$ cat config.mk
export PLATFORM = sky130hd
export DESIGN_NAME = vga_mode_ctrl
export DESIGN_NICKNAME = d
export VERILOG_FILES = /design/src/rtl/vga_ctrl_pkg.sv /design/src/rtl/vga_mode_ctrl_btn_debounce.sv /design/src/rtl/vga_mode_ctrl.sv
export SDC_FILE = /design/constraint.sdc
export NUM_CORES = 1
export LEC_CHECK = 0
export CAP_MARGIN = 20
export CORE_UTILIZATION = 30
export CTS_CLUSTER_SIZE = 10
export DETAILED_ROUTE_END_ITERATION = 6
export DONT_BUFFER_PORTS = 1
export GPL_TIMING_DRIVEN = 0
export PLACE_DENSITY_LB_ADDON = 0.25
export SLEW_MARGIN = 20
export SYNTH_ARGS = -nofsm -noshare
export SYNTH_HDL_FRONTEND = slang
export SYNTH_SLANG_ARGS = --single-unit
$ cat constraint.sdc
create_clock -name clk_i -period 8 [get_ports clk_i]
set_input_delay 1.6 -clock clk_i [delete_from_list [all_inputs] [get_ports clk_i]]
set_output_delay 1.6 -clock clk_i [all_outputs]
set_load 0.01 [all_outputs]
$ cat src/rtl/vga_ctrl_pkg.sv
`default_nettype none
// ============================================================================
// Module      : vga_ctrl_pkg
// Description : Shared types and constants for the VGA mode controller:
//               mode width, FSM state encoding, button indices, the
//               auto-cycle frame period and the mode stepping helper.
// Revision    : 1.0 - initial release
// ============================================================================
package vga_ctrl_pkg;

  localparam int MODE_W = 3;

  // Controller FSM states
  typedef enum logic [1:0] {
    IDLE       = 2'd0,
    WAIT_FRAME = 2'd1,
    REQ        = 2'd2
  } state_t;

  // Bit positions inside the 4-bit button vector
  localparam int BTN_NEXT  = 0;
  localparam int BTN_PREV  = 1;
  localparam int BTN_PAUSE = 2;
  localparam int BTN_HOME  = 3;

  // Frames between automatic mode advances (auto-cycle build only)
  localparam int AUTO_FRAMES = 60;

  // Navigation operations that move the target mode
  typedef enum logic [1:0] {
    NAV_NEXT = 2'd0,
    NAV_PREV = 2'd1,
    NAV_HOME = 2'd2
  } nav_t;

  // Apply one navigation step to a mode value; 'last' is NUM_MODES-1.
  function automatic logic [MODE_W-1:0] mode_step(
    input logic [MODE_W-1:0] cur,
    input nav_t              op,
    input logic [MODE_W-1:0] last
  );
    logic [MODE_W-1:0] r;
    r = cur;
    case (op)
      NAV_NEXT: r = (cur == last) ? '0 : cur + MODE_W'(1);
      NAV_PREV: r = (cur == '0) ? last : cur - MODE_W'(1);
      NAV_HOME: r = '0;
      default:  r = cur;
    endcase
    return r;
  endfunction

endpackage
`default_nettype wire

$ cat src/rtl/vga_mode_ctrl_btn_debounce.sv
`default_nettype none
// ============================================================================
// Module      : btn_debounce
// Description : Single push-button conditioner. Two-flop synchroniser on the
//               raw active-low pin, a stable-level counter, and a rising-edge
//               detector that emits a one-cycle press pulse.
//               Pin-to-pulse latency is 2 + DEBOUNCE_CYCLES + 1 cycles.
// Ports       : clk_i    - system clock
//               reset_i  - asynchronous active-high reset
//               btn_n_i  - raw active-low button pin
//               press_o  - one-cycle pulse on released-to-pressed transition
// Revision    : 1.0 - initial release
// ============================================================================
module btn_debounce #(
  parameter int DEBOUNCE_CYCLES = 1000000
) (
  input  logic clk_i,
  input  logic reset_i,
  input  logic btn_n_i,
  output logic press_o
);

  localparam int CW = (DEBOUNCE_CYCLES > 1) ? $clog2(DEBOUNCE_CYCLES) : 1;
  localparam logic [CW-1:0] CNT_LAST = CW'(DEBOUNCE_CYCLES - 1);

  logic [1:0]    sync_q;     // synchroniser, reset to released (pin high)
  logic          stable_q;   // accepted level, 1 = pressed
  logic          prev_q;     // stable_q delayed, for edge detection
  logic [CW-1:0] cnt_q;      // cycles the synchronised level has differed
  logic          press_q;
  logic          lvl_w;

  assign lvl_w   = ~sync_q[1];
  assign press_o = press_q;

  always_ff @(posedge clk_i or posedge reset_i) begin
    if (reset_i) begin
      sync_q   <= 2'b11;
      stable_q <= 1'b0;
      prev_q   <= 1'b0;
      cnt_q    <= '0;
      press_q  <= 1'b0;
    end else begin
      sync_q  <= {sync_q[0], btn_n_i};
      prev_q  <= stable_q;
      press_q <= stable_q & ~prev_q;
      // Any return to the accepted level restarts the qualification window
      if (lvl_w == stable_q) begin
        cnt_q <= '0;
      end else if (cnt_q == CNT_LAST) begin
        stable_q <= lvl_w;
        cnt_q    <= '0;
      end else begin
        cnt_q <= cnt_q + CW'(1);
      end
    end
  end

endmodule
`default_nettype wire

$ cat src/rtl/vga_mode_ctrl.sv
`default_nettype none
// ============================================================================
// Module      : vga_mode_ctrl
// Description : Push-button front end for the VGA datapath. Debounces
//               B2..B5, arbitrates simultaneous presses (B5 > B4 > B2 > B3),
//               tracks the pause flag and commits display-mode changes to
//               vga_top through a req/ack handshake aligned to the end of
//               the vertical sync pulse.
//               Optional macro VGA_MODE_AUTOCYCLE_EN adds an automatic
//               "next mode" every AUTO_FRAMES frames while idle and running.
// Ports       : clk_i       - 50 MHz system clock
//               reset_i     - asynchronous active-high reset
//               btn_n_i     - raw buttons, active low: [0]=next [1]=prev
//                             [2]=pause toggle [3]=home
//               v_sync_i    - active-low vertical sync
//               mode_ack_i  - one-cycle pulse, vga_top latched mode_o
//               mode_o      - committed display mode
//               mode_req_o  - request to apply mode_o
//               pause_o     - freeze-animation flag
//               busy_o      - FSM not idle
//               err_o       - sticky acknowledge-timeout flag
//               evt_drop_o  - one-cycle pulse when button events are lost
// Revision    : 1.0 - initial release
// ============================================================================
module vga_mode_ctrl
  import vga_ctrl_pkg::*;
#(
  parameter int DEBOUNCE_CYCLES = 1000000,
  parameter int NUM_MODES       = 8,
  parameter int ACK_TIMEOUT     = 1024
) (
  input  logic              clk_i,
  input  logic              reset_i,
  input  logic [3:0]        btn_n_i,
  input  logic              v_sync_i,
  input  logic              mode_ack_i,
  output logic [MODE_W-1:0] mode_o,
  output logic              mode_req_o,
  output logic              pause_o,
  output logic              busy_o,
  output logic              err_o,
  output logic              evt_drop_o
);

  localparam logic [MODE_W-1:0] LAST_MODE = MODE_W'(NUM_MODES - 1);
  localparam int TW = (ACK_TIMEOUT > 2) ? $clog2(ACK_TIMEOUT) : 1;
  localparam logic [TW-1:0] TMO_LAST = TW'(ACK_TIMEOUT - 1);

  // --------------------------------------------------------------------------
  // Button conditioning
  // --------------------------------------------------------------------------
  logic [3:0] btn_ev_w;

  for (genvar gi = 0; gi < 4; gi++) begin : g_btn
    btn_debounce #(
      .DEBOUNCE_CYCLES (DEBOUNCE_CYCLES)
    ) u_debounce (
      .clk_i   (clk_i),
      .reset_i (reset_i),
      .btn_n_i (btn_n_i[gi]),
      .press_o (btn_ev_w[gi])
    );
  end

  // --------------------------------------------------------------------------
  // Frame boundary: rising edge of synchronised v_sync (end of sync pulse).
  // Reset high so leaving reset never fakes an edge.
  // --------------------------------------------------------------------------
  logic [2:0] vs_q;
  logic       frame_w;

  always_ff @(posedge clk_i or posedge reset_i) begin
    if (reset_i) begin
      vs_q <= 3'b111;
    end else begin
      vs_q <= {vs_q[1:0], v_sync_i};
    end
  end

  assign frame_w = vs_q[1] & ~vs_q[2];

  // --------------------------------------------------------------------------
  // Registered state
  // --------------------------------------------------------------------------
  state_t            state_q;
  logic [MODE_W-1:0] mode_q;
  logic [MODE_W-1:0] target_q;
  logic [TW-1:0]     tmo_q;
  logic              req_q;
  logic              pause_q;
  logic              err_q;
  logic              drop_q;

  // --------------------------------------------------------------------------
  // Optional automatic mode advance
  // --------------------------------------------------------------------------
  logic auto_w;

`ifdef VGA_MODE_AUTOCYCLE_EN
  logic [5:0] frame_cnt_q;
  logic       auto_tick_w;

  assign auto_tick_w = frame_w & (state_q == IDLE) & ~pause_q;
  assign auto_w      = auto_tick_w & (frame_cnt_q == 6'(AUTO_FRAMES - 1));

  always_ff @(posedge clk_i or posedge reset_i) begin
    if (reset_i) begin
      frame_cnt_q <= '0;
    end else if (|btn_ev_w) begin
      // User activity restarts the idle period
      frame_cnt_q <= '0;
    end else if (auto_tick_w) begin
      frame_cnt_q <= auto_w ? 6'd0 : frame_cnt_q + 6'd1;
    end
  end
`else
  assign auto_w = 1'b0;
`endif

  // --------------------------------------------------------------------------
  // Arbitration: exactly one event is taken per cycle
  // --------------------------------------------------------------------------
  logic              take_home_w;
  logic              take_pause_w;
  logic              take_next_w;
  logic              take_prev_w;
  logic              take_auto_w;
  logic              nav_btn_w;     // a button navigation event was taken
  logic              nav_any_w;     // button or automatic navigation
  logic              multi_w;       // two or more button events collided
  nav_t              nav_op_w;
  logic [MODE_W-1:0] from_mode_w;
  logic [MODE_W-1:0] from_tgt_w;
  logic [MODE_W-1:0] tgt_eff_w;

  always_comb begin
    take_home_w  = btn_ev_w[BTN_HOME];
    take_pause_w = btn_ev_w[BTN_PAUSE] & ~btn_ev_w[BTN_HOME];
    take_next_w  = btn_ev_w[BTN_NEXT] & ~btn_ev_w[BTN_HOME] & ~btn_ev_w[BTN_PAUSE];
    take_prev_w  = btn_ev_w[BTN_PREV] & ~btn_ev_w[BTN_HOME] & ~btn_ev_w[BTN_PAUSE]
                 & ~btn_ev_w[BTN_NEXT];
    // The automatic advance loses to any button and is discarded silently
    take_auto_w  = auto_w & ~(|btn_ev_w);
    nav_btn_w    = take_home_w | take_next_w | take_prev_w;
    nav_any_w    = nav_btn_w | take_auto_w;
    // x & (x-1) clears the lowest set bit: non-zero means at least two events
    multi_w      = |(btn_ev_w & (btn_ev_w - 4'd1));

    nav_op_w = NAV_PREV;
    if (take_home_w) begin
      nav_op_w = NAV_HOME;
    end else if (take_next_w | take_auto_w) begin
      nav_op_w = NAV_NEXT;
    end

    from_mode_w = mode_step(mode_q, nav_op_w, LAST_MODE);
    from_tgt_w  = mode_step(target_q, nav_op_w, LAST_MODE);
    tgt_eff_w   = nav_any_w ? from_tgt_w : target_q;
  end

  // --------------------------------------------------------------------------
  // Controller FSM with registered outputs
  // --------------------------------------------------------------------------
  always_ff @(posedge clk_i or posedge reset_i) begin
    if (reset_i) begin
      state_q  <= IDLE;
      mode_q   <= '0;
      target_q <= '0;
      tmo_q    <= '0;
      req_q    <= 1'b0;
      pause_q  <= 1'b0;
      err_q    <= 1'b0;
      drop_q   <= 1'b0;
    end else begin
      // One pulse covers every event lost this cycle
      drop_q <= multi_w | ((state_q == REQ) & nav_btn_w);

      if (take_pause_w) begin
        pause_q <= ~pause_q;
      end

      case (state_q)
        IDLE: begin
          // Home while already at mode 0 is a no-op
          if (nav_any_w && (from_mode_w != mode_q)) begin
            target_q <= from_mode_w;
            state_q  <= WAIT_FRAME;
          end
        end

        WAIT_FRAME: begin
          // An event coinciding with the boundary is folded into the commit
          target_q <= tgt_eff_w;
          if (frame_w) begin
            mode_q  <= tgt_eff_w;
            req_q   <= 1'b1;
            tmo_q   <= '0;
            state_q <= REQ;
          end
        end

        REQ: begin
          if (mode_ack_i) begin
            req_q   <= 1'b0;
            state_q <= IDLE;
          end else if (tmo_q == TMO_LAST) begin
            // Give up; the new mode is kept as committed
            req_q   <= 1'b0;
            err_q   <= 1'b1;
            state_q <= IDLE;
          end else begin
            tmo_q <= tmo_q + TW'(1);
          end
        end

        default: begin
          req_q   <= 1'b0;
          state_q <= IDLE;
        end
      endcase
    end
  end

  assign mode_o     = mode_q;
  assign mode_req_o = req_q;
  assign pause_o    = pause_q;
  assign busy_o     = (state_q != IDLE);
  assign err_o      = err_q;
  assign evt_drop_o = drop_q;

endmodule
`default_nettype wire

==> flow_summary_export.csv, run 1 <==
group,metric,value,unit
run_status,status,"complete, no violations",
floorplan,die_w,144,um
route,routed_via_density,4.68,
timing,setup_viol,0,
route,drc,0,
yosys,syn_nets,618,
global_routing,overflow,0,
hold_path,min_path_type,"reg2reg",
route,highest_layer,"met4",
timing,rsz0062_at_grt,"no",
worst_setup_path,path_cells,"or2_2",
route,wl_per_cell,12.8,um
pwr,power_leakage,2.97,nW
clock_network,clk-insertion-delay-late,0.42,ns
yosys,syn-instance-count,597,
finish,drive_above_1_share,11.3,%
worst_setup_path,cpMaxStageDelayCell,"dfrtp_1",
yosys,synth_warnings,0,
clock_network,clock_sinks,125,
timing,min_period,2.84,ns
worst_setup_path,start_kind,"register",
worst_setup_path,crit_type,"reg2out",
global_routing,grt_pass1_wl,20.4,mm
global_routing,grt_pass1_vias,4235,
placement,placed_area,0.00641,mm^2
timing,worst_slew_pin_slew,0.561,ns
route,vias,4190,
clock_network,cts_tree,"done",
finish,num_antenna_cells,0,
yosys,synthFlopType,"dfrtp_1",
yosys,synth.area.top_cells,"dfrtp_1 47%, nor2_1 7.1%, xor2_1 7.0%",
placement,dp_hpwl,7.84,mm
worst_setup_path,critPathRequiredTime,6.40,ns
clock_network,htreeDepth,4,
worst_setup_path,critPathCaptureType,"primary output",
timing,final.setup.tns,0,ns
clock_network,clkTransAtPathRegs,0.06,ns
floorplan,initial_core_util,30.9,%
floorplan,rows,51,
timing,hold_violations,0,
worst_setup_path,crit_buf_inv,0,
finish,final_common_cell,"nor2_1",
worst_setup_path,critPathMaxStageDelay,0.44,ns
route,met1_length,5.54,mm
pwr,powerDensity,212,mW/mm^2
placement,gp_congestion,0.810,
timing,period_share,35.5,%
global_routing,grt_use_total,12.6,%
finish,final_cell_mix,"115 x nor2_1, 114 x dfrtp_1, 48 x xor2_1, 39 x nand3_1, 39 x nand2_1",
pwr,peakVddDrop,116,uV
pwr,sw_frac_of_total,21.0,%
floorplan,coreArea,0.0196,mm^2
finish,final_area,0.00703,mm^2
run,max_cap_violations,0,
placement,io_buffers,0,
route,wl,11.5,mm
pwr,switchingPower,314,uW
clock_network,cts_root_buf,"clkbuf_16",
clock_network,post_cts_buffers,0,
pwr,power_frac_seq,43.8,%
pwr,pwr-share-clk,53.8,%
yosys,synth.ff_latch_count,125,
worst_setup_path,ff2ff_setup_slack,5.82,ns
yosys,netlist_area,0.00605,mm^2
yosys,synth_top_area_share,47.2,%
clock_network,numCtsBuffers,17,
yosys,synth_top_area_cell,"dfrtp_1",
floorplan,die_h,144,um
yosys,syn_area_per_cell,10.1,um^2
pwr,p_int,1.18,mW
global_routing,grt_max_degree,64,
worst_setup_path,cp_data_arrival_time,1.24,ns
yosys,synth_cell_types,58,
timing,relSlewSlack,62.3,%
yosys,synthArstFlopShare,100,%
clock_network,post_cts_resized,0,
yosys,ys_seq_area_share,51.9,%
finish,final_net_count,638,
finish,fillers,1958,
floorplan,die_area,0.0207,mm^2
pwr,pwr-share-comb,2.4,%
clock_network,clockBufferDepth,2,
timing,drv_slew,0,
finish,utilization,35.9,%
route,drt_iter0_drc,216,
route,wl_met3,324,um
route,dr.pass1.iters,4,
clock_network,cts_hold_buf,0,
floorplan,ios,16,
yosys,synth_enable_flop_cells,0,
route,wl_met2,5.40,mm
finish,syn_to_final_growth,16.3,%
global_routing,antenna_found_initial,0,
timing,finClkSkew,0.00888,ns
worst_setup_path,critical-path-top-delay-family,"flip-flops",
worst_setup_path,cp_max_fo,5,
route,ant_nets,0,
timing,max_freq,352,MHz
power by group through the flow:
stage	clock [mW]	combinational, mW	sequential (mW)
after floorplan	0	0.0276	0.662
after global placement	0	0.0351	0.664
after detailed placement	0	0.0382	0.665
after CTS	0.822	0.0383	0.654
after global routing	0.850	0.0430	0.655
final	0.802	0.0363	0.654
synthesized netlist by cell type (4+ instances only):
| library cell | n |
|---|---|
| dfrtp_1 | 114 |
| a21oi_1 | 8 |
| nand2b_1 | 6 |
| nor4_2 | 4 |
| nor3_1 | 9 |
| nor4_1 | 9 |
| mux2i_1 | 9 |
| xor2_1 | 48 |
| and3_1 | 11 |
| dfstp_2 | 11 |
| o21ai_0 | 7 |
| nor2_1 | 115 |
| nand3_1 | 39 |
| nand4_1 | 23 |
| inv_1 | 23 |
| ha_1 | 13 |
| clkbuf_1 | 6 |
| o31ai_1 | 5 |
| xnor2_1 | 32 |
| buf_4 | 4 |
| and4_1 | 6 |
| nand2_1 | 39 |
cell type report:
| cell class | instances | area (um^2) | area share (%) |
|---|---|---|---|
| sequential | 125 | 3140 | 44.7 |
| clock buffer | 23 | 488 | 6.94 |
| tap | 265 | 332 | 4.71 |
| multi-input combinational | 433 | 2710 | 38.5 |
| inverter | 23 | 91.3 | 1.30 |
| buffer | 16 | 110 | 1.57 |
| timing repair buffer | 1 | 27.5 | 0.391 |
| clock inverter | 9 | 134 | 1.90 |
stage by stage:
step	hold slack [ns]	power, mW	worst slack [ns]	instances
final	0.355	1.49	5.16	895
after global routing	0.361	1.55	5.12	895
after CTS	0.356	1.51	5.14	895
after detailed placement	0.348	0.703	5.15	863
after global placement	0.347	0.699	1.72	862
after floorplan	0.345	0.690	3.09	597
worst register-to-register path, delay by kind of cell, from the launching register on:
| kind | cells | cell delay (ns) |
|---|---|---|
| AND/OR/NAND/NOR | 2 | 0.28 |
| flip-flops | 1 | 0.48 |
| adder cells (fa/ha/maj) | 2 | 0.47 |
| AO/OA/AOI/OAI | 2 | 0.64 |
| multiplexers | 1 | 0.24 |
sequential cells by signal, summed over array words and instances, names as in the netlist:
register,cells
err_o,1
evt_drop_o,1
g_btn.u_debounce.cnt_q,80
g_btn.u_debounce.press_o,4
g_btn.u_debounce.prev_q,4
g_btn.u_debounce.stable_q,4
g_btn.u_debounce.sync_q,8
mode_o,3
mode_req_o,1
pause_o,1
state_q,2
target_q,3
tmo_q,10
vs_q,3
worst paths after layout:
kind | start | endpoint | depth (start not counted)
min | g_btn[2].u_debounce.sync_q[0] | g_btn[2].u_debounce.sync_q[1] | 0
min reg2reg | g_btn[2].u_debounce.sync_q[0] | g_btn[2].u_debounce.sync_q[1] | 0
max in group asynchronous | reset_i | vs_q[2] | 2
max | state_q[1] | busy_o | 1
min in group asynchronous | reset_i | g_btn[2].u_debounce.cnt_q[8] | 1
max reg2reg | mode_o[0] | target_q[2] | 7
cells by family (layout without fill, tap and decap cells):
| logic type | after synthesis | count (layout) | synth area share, % |
|---|---|---|---|
| AO/OA/AOI/OAI | 43 | 43 | 5.07 |
| XOR/XNOR | 80 | 80 | 11.6 |
| adder cells (fa/ha/maj) | 14 | 14 | 2.85 |
| buffers and inverters | 39 | 72 | 3.25 |
| flip-flops | 125 | 125 | 51.9 |
| multiplexers | 10 | 10 | 1.68 |
| AND/OR/NAND/NOR | 286 | 286 | 23.6 |
metal layers:
layer / global-route usage, % / up-vias
met5: 0 / -
met4: 6.27 / 0
met3: 3.38 / 15
met2: 19.4 / 43
met1: 16.3 / 2060
li1: - / 2072
Note: power is estimated with default switching activity, not from simulation.
==> inputs of run 2 (changes only) <==
==> constraint.sdc (replaced) <==
create_clock -name clk_i -period 2.8 [get_ports clk_i]
set_input_delay 0.56 -clock clk_i [delete_from_list [all_inputs] [get_ports clk_i]]
set_output_delay 0.56 -clock clk_i [all_outputs]
set_load 0.01 [all_outputs]
==> flow_summary_export.csv, run 2 (synthesis results as in run 1) <==
group,metric,value,unit
clock_network,clockBufferDepth,2,
placement,dp_hpwl,8.05,mm
run,max_cap_violations,0,
finish,final_common_cell,"nor2_1",
floorplan,die_area,0.0207,mm^2
finish,regMostFlops,"g_btn.u_debounce.cnt_q",
finish,layout.area.seq,0.00314,mm^2
timing,finClkSkew,0.00530,ns
floorplan,coreArea,0.0196,mm^2
placement,placed_area,0.00647,mm^2
floorplan,rows,51,
pwr,peakVddDrop,339,uV
clock_network,post_cts_buffers,0,
placement,numPlacedInstances,866,
global_routing,antenna_found_initial,0,
global_routing,grt_max_degree,29,
pwr,power_leakage,2.99,nW
worst_setup_path,critPathCaptureType,"register",
timing,min_period,2.18,ns
finish,num_antenna_cells,0,
worst_setup_path,cp_data_arrival_time,2.51,ns
timing,hold_violations,0,
clock_network,cts_tree,"done",
finish,final_cell_mix,"115 x nor2_1, 114 x dfrtp_1, 48 x xor2_1, 39 x nand3_1, 39 x nand2_1",
timing,max_freq,459,MHz
clock_network,htreeDepth,4,
timing,worst_slew_pin_slew,0.614,ns
timing,relSlewSlack,58.9,%
clock_network,clk-insertion-delay-late,0.41,ns
worst_setup_path,crit_type,"reg2reg",
worst_setup_path,cp-endpoint,"target_q[2]",
route,wl_per_cell,12.6,um
worst_setup_path,start_kind,"register",
worst_setup_path,rr_startpoint,"mode_o[0]",
timing,period_share,77.7,%
hold_path,min_path_type,"in2async",
placement,io_buffers,0,
route,ant_nets,0,
timing,final.setup.tns,0,ns
global_routing,grt_pass1_vias,4212,
finish,final_area,0.00708,mm^2
worst_setup_path,rr_endpoint,"target_q[2]",
finish,syn_to_final_growth,17.0,%
floorplan,die_h,144,um
floorplan,die_w,144,um
worst_setup_path,reg2reg_depth,7,
route,drt_iter0_drc,242,
floorplan,initial_core_util,30.9,%
finish,top_regs,"g_btn.u_debounce.cnt_q (80), tmo_q (10), g_btn.u_debounce.sync_q (8)",
finish,finalNonFillerCells,898,
route,wl,11.3,mm
route,vias,4151,
run_status,status,"complete, no violations",
clock_network,cts_root_buf,"clkbuf_16",
route,drc,0,
worst_setup_path,cp_max_fo,6,
route,dr.pass1.iters,4,
placement,preCtsSetupSlack,0.627,ns
finish,multi_input_area,0.00271,mm^2
worst_setup_path,critPathLaunch,"mode_o[0]",
clock_network,clkTransAtPathRegs,0.05,ns
finish,fillers,1955,
finish,largest_reg_flops,80,
pwr,powerDensity,592,mW/mm^2
timing,finalWorstSetupSlack,0.623,ns
clock_network,post_cts_resized,0,
worst_setup_path,critPathRequiredTime,3.13,ns
clock_network,cts_hold_buf,0,
global_routing,overflow,0,
route,routed_via_density,4.62,
finish,drive_above_1_share,11.8,%
global_routing,grt_use_total,12.2,%
finish,final_net_count,641,
timing,drv_slew,0,
clock_network,numCtsBuffers,17,
clock_network,clock_sinks,125,
floorplan,ios,16,
global_routing,grt_pass1_wl,20.0,mm
worst_setup_path,ff2ff_setup_slack,0.62,ns
timing,setup_viol,0,
placement,gp_congestion,0.777,
timing,rsz0062_at_grt,"no",
[run 2: cell count changes in the layout (fill, tap and decap cells not counted)]
cell / change
buf_12: +3
clkinv_2: +1
clkbuf_1: -1
bufinv_16: -1
clkbuf_8: +1
inv_6: -1
clkinvlp_4: +1
[run 2: report_power, final]
group / switching (mW) / leakage [nW] / internal [mW]
logic: 0.0736 / 1.02 / 0.0395
registers: 0.0256 / 1.68 / 1.84
clock network: 0.781 / 0.287 / 1.43
total: 0.880 / 2.99 / 3.31
[run 2: layer usage]
| layer | GRT usage (%) | part of all wire [%] | up-vias |
|---|---|---|---|
| li1 | - | - | 2085 |
| met1 | 15.6 | 49 | 1997 |
| met2 | 19.3 | 46 | 52 |
| met3 | 3.18 | 3.2 | 17 |
| met4 | 5.38 | 1.9 | 0 |
| met5 | 0 | 0 | - |
[run 2: worst max-delay path, cell delays in order, from the launching register on]
cell and delay [ns]:
dfrtp_1 0.47, ha_1 0.25, ha_1 0.21, nand2b_1 0.17, a21oi_2 0.18, nand3_1 0.11, a221oi_2 0.48, mux2i_1 0.23
[run 2: through the flow]
stage | utilization (%) | total power [mW] | hold slack, ns
2_1_floorplan | - | 1.97 | 0.345
3_3_place_gp | 32.6 | 2.00 | 0.347
3_5_place_dp | 33.0 | 2.02 | 0.348
4_1_cts | 36.1 | 4.25 | 0.0987
5_1_grt | 36.1 | 4.37 | 0.110
6_report | 36.1 | 4.19 | 0.0903
[run 2: how the worst min path moves through the flow]
stage	startpoint	endpoint	slack (ns)	cells past startpoint
2_1_floorplan	g_btn[0].u_debounce.sync_q[0]	g_btn[0].u_debounce.sync_q[1]	0.35	0
3_3_place_gp	g_btn[0].u_debounce.sync_q[0]	g_btn[0].u_debounce.sync_q[1]	0.35	0
3_5_place_dp	g_btn[3].u_debounce.sync_q[0]	g_btn[3].u_debounce.sync_q[1]	0.35	0
4_1_cts	reset_i	g_btn[2].u_debounce.cnt_q[7]	0.1	1
5_1_grt	btn_n_i[1]	g_btn[1].u_debounce.sync_q[0]	0.11	0
6_report	reset_i	pause_o	0.09	1
[run 2: layout make-up]
type | count | share of cell area [%]
inverters | 23 | 1.27
flip-flops and latches | 125 | 44.4
well taps | 265 | 4.68
multi-input cells | 433 | 38.3
clock inverters | 9 | 1.54
clock buffers | 23 | 7.04
repair buffers | 4 | 1.24
plain buffers | 16 | 1.56
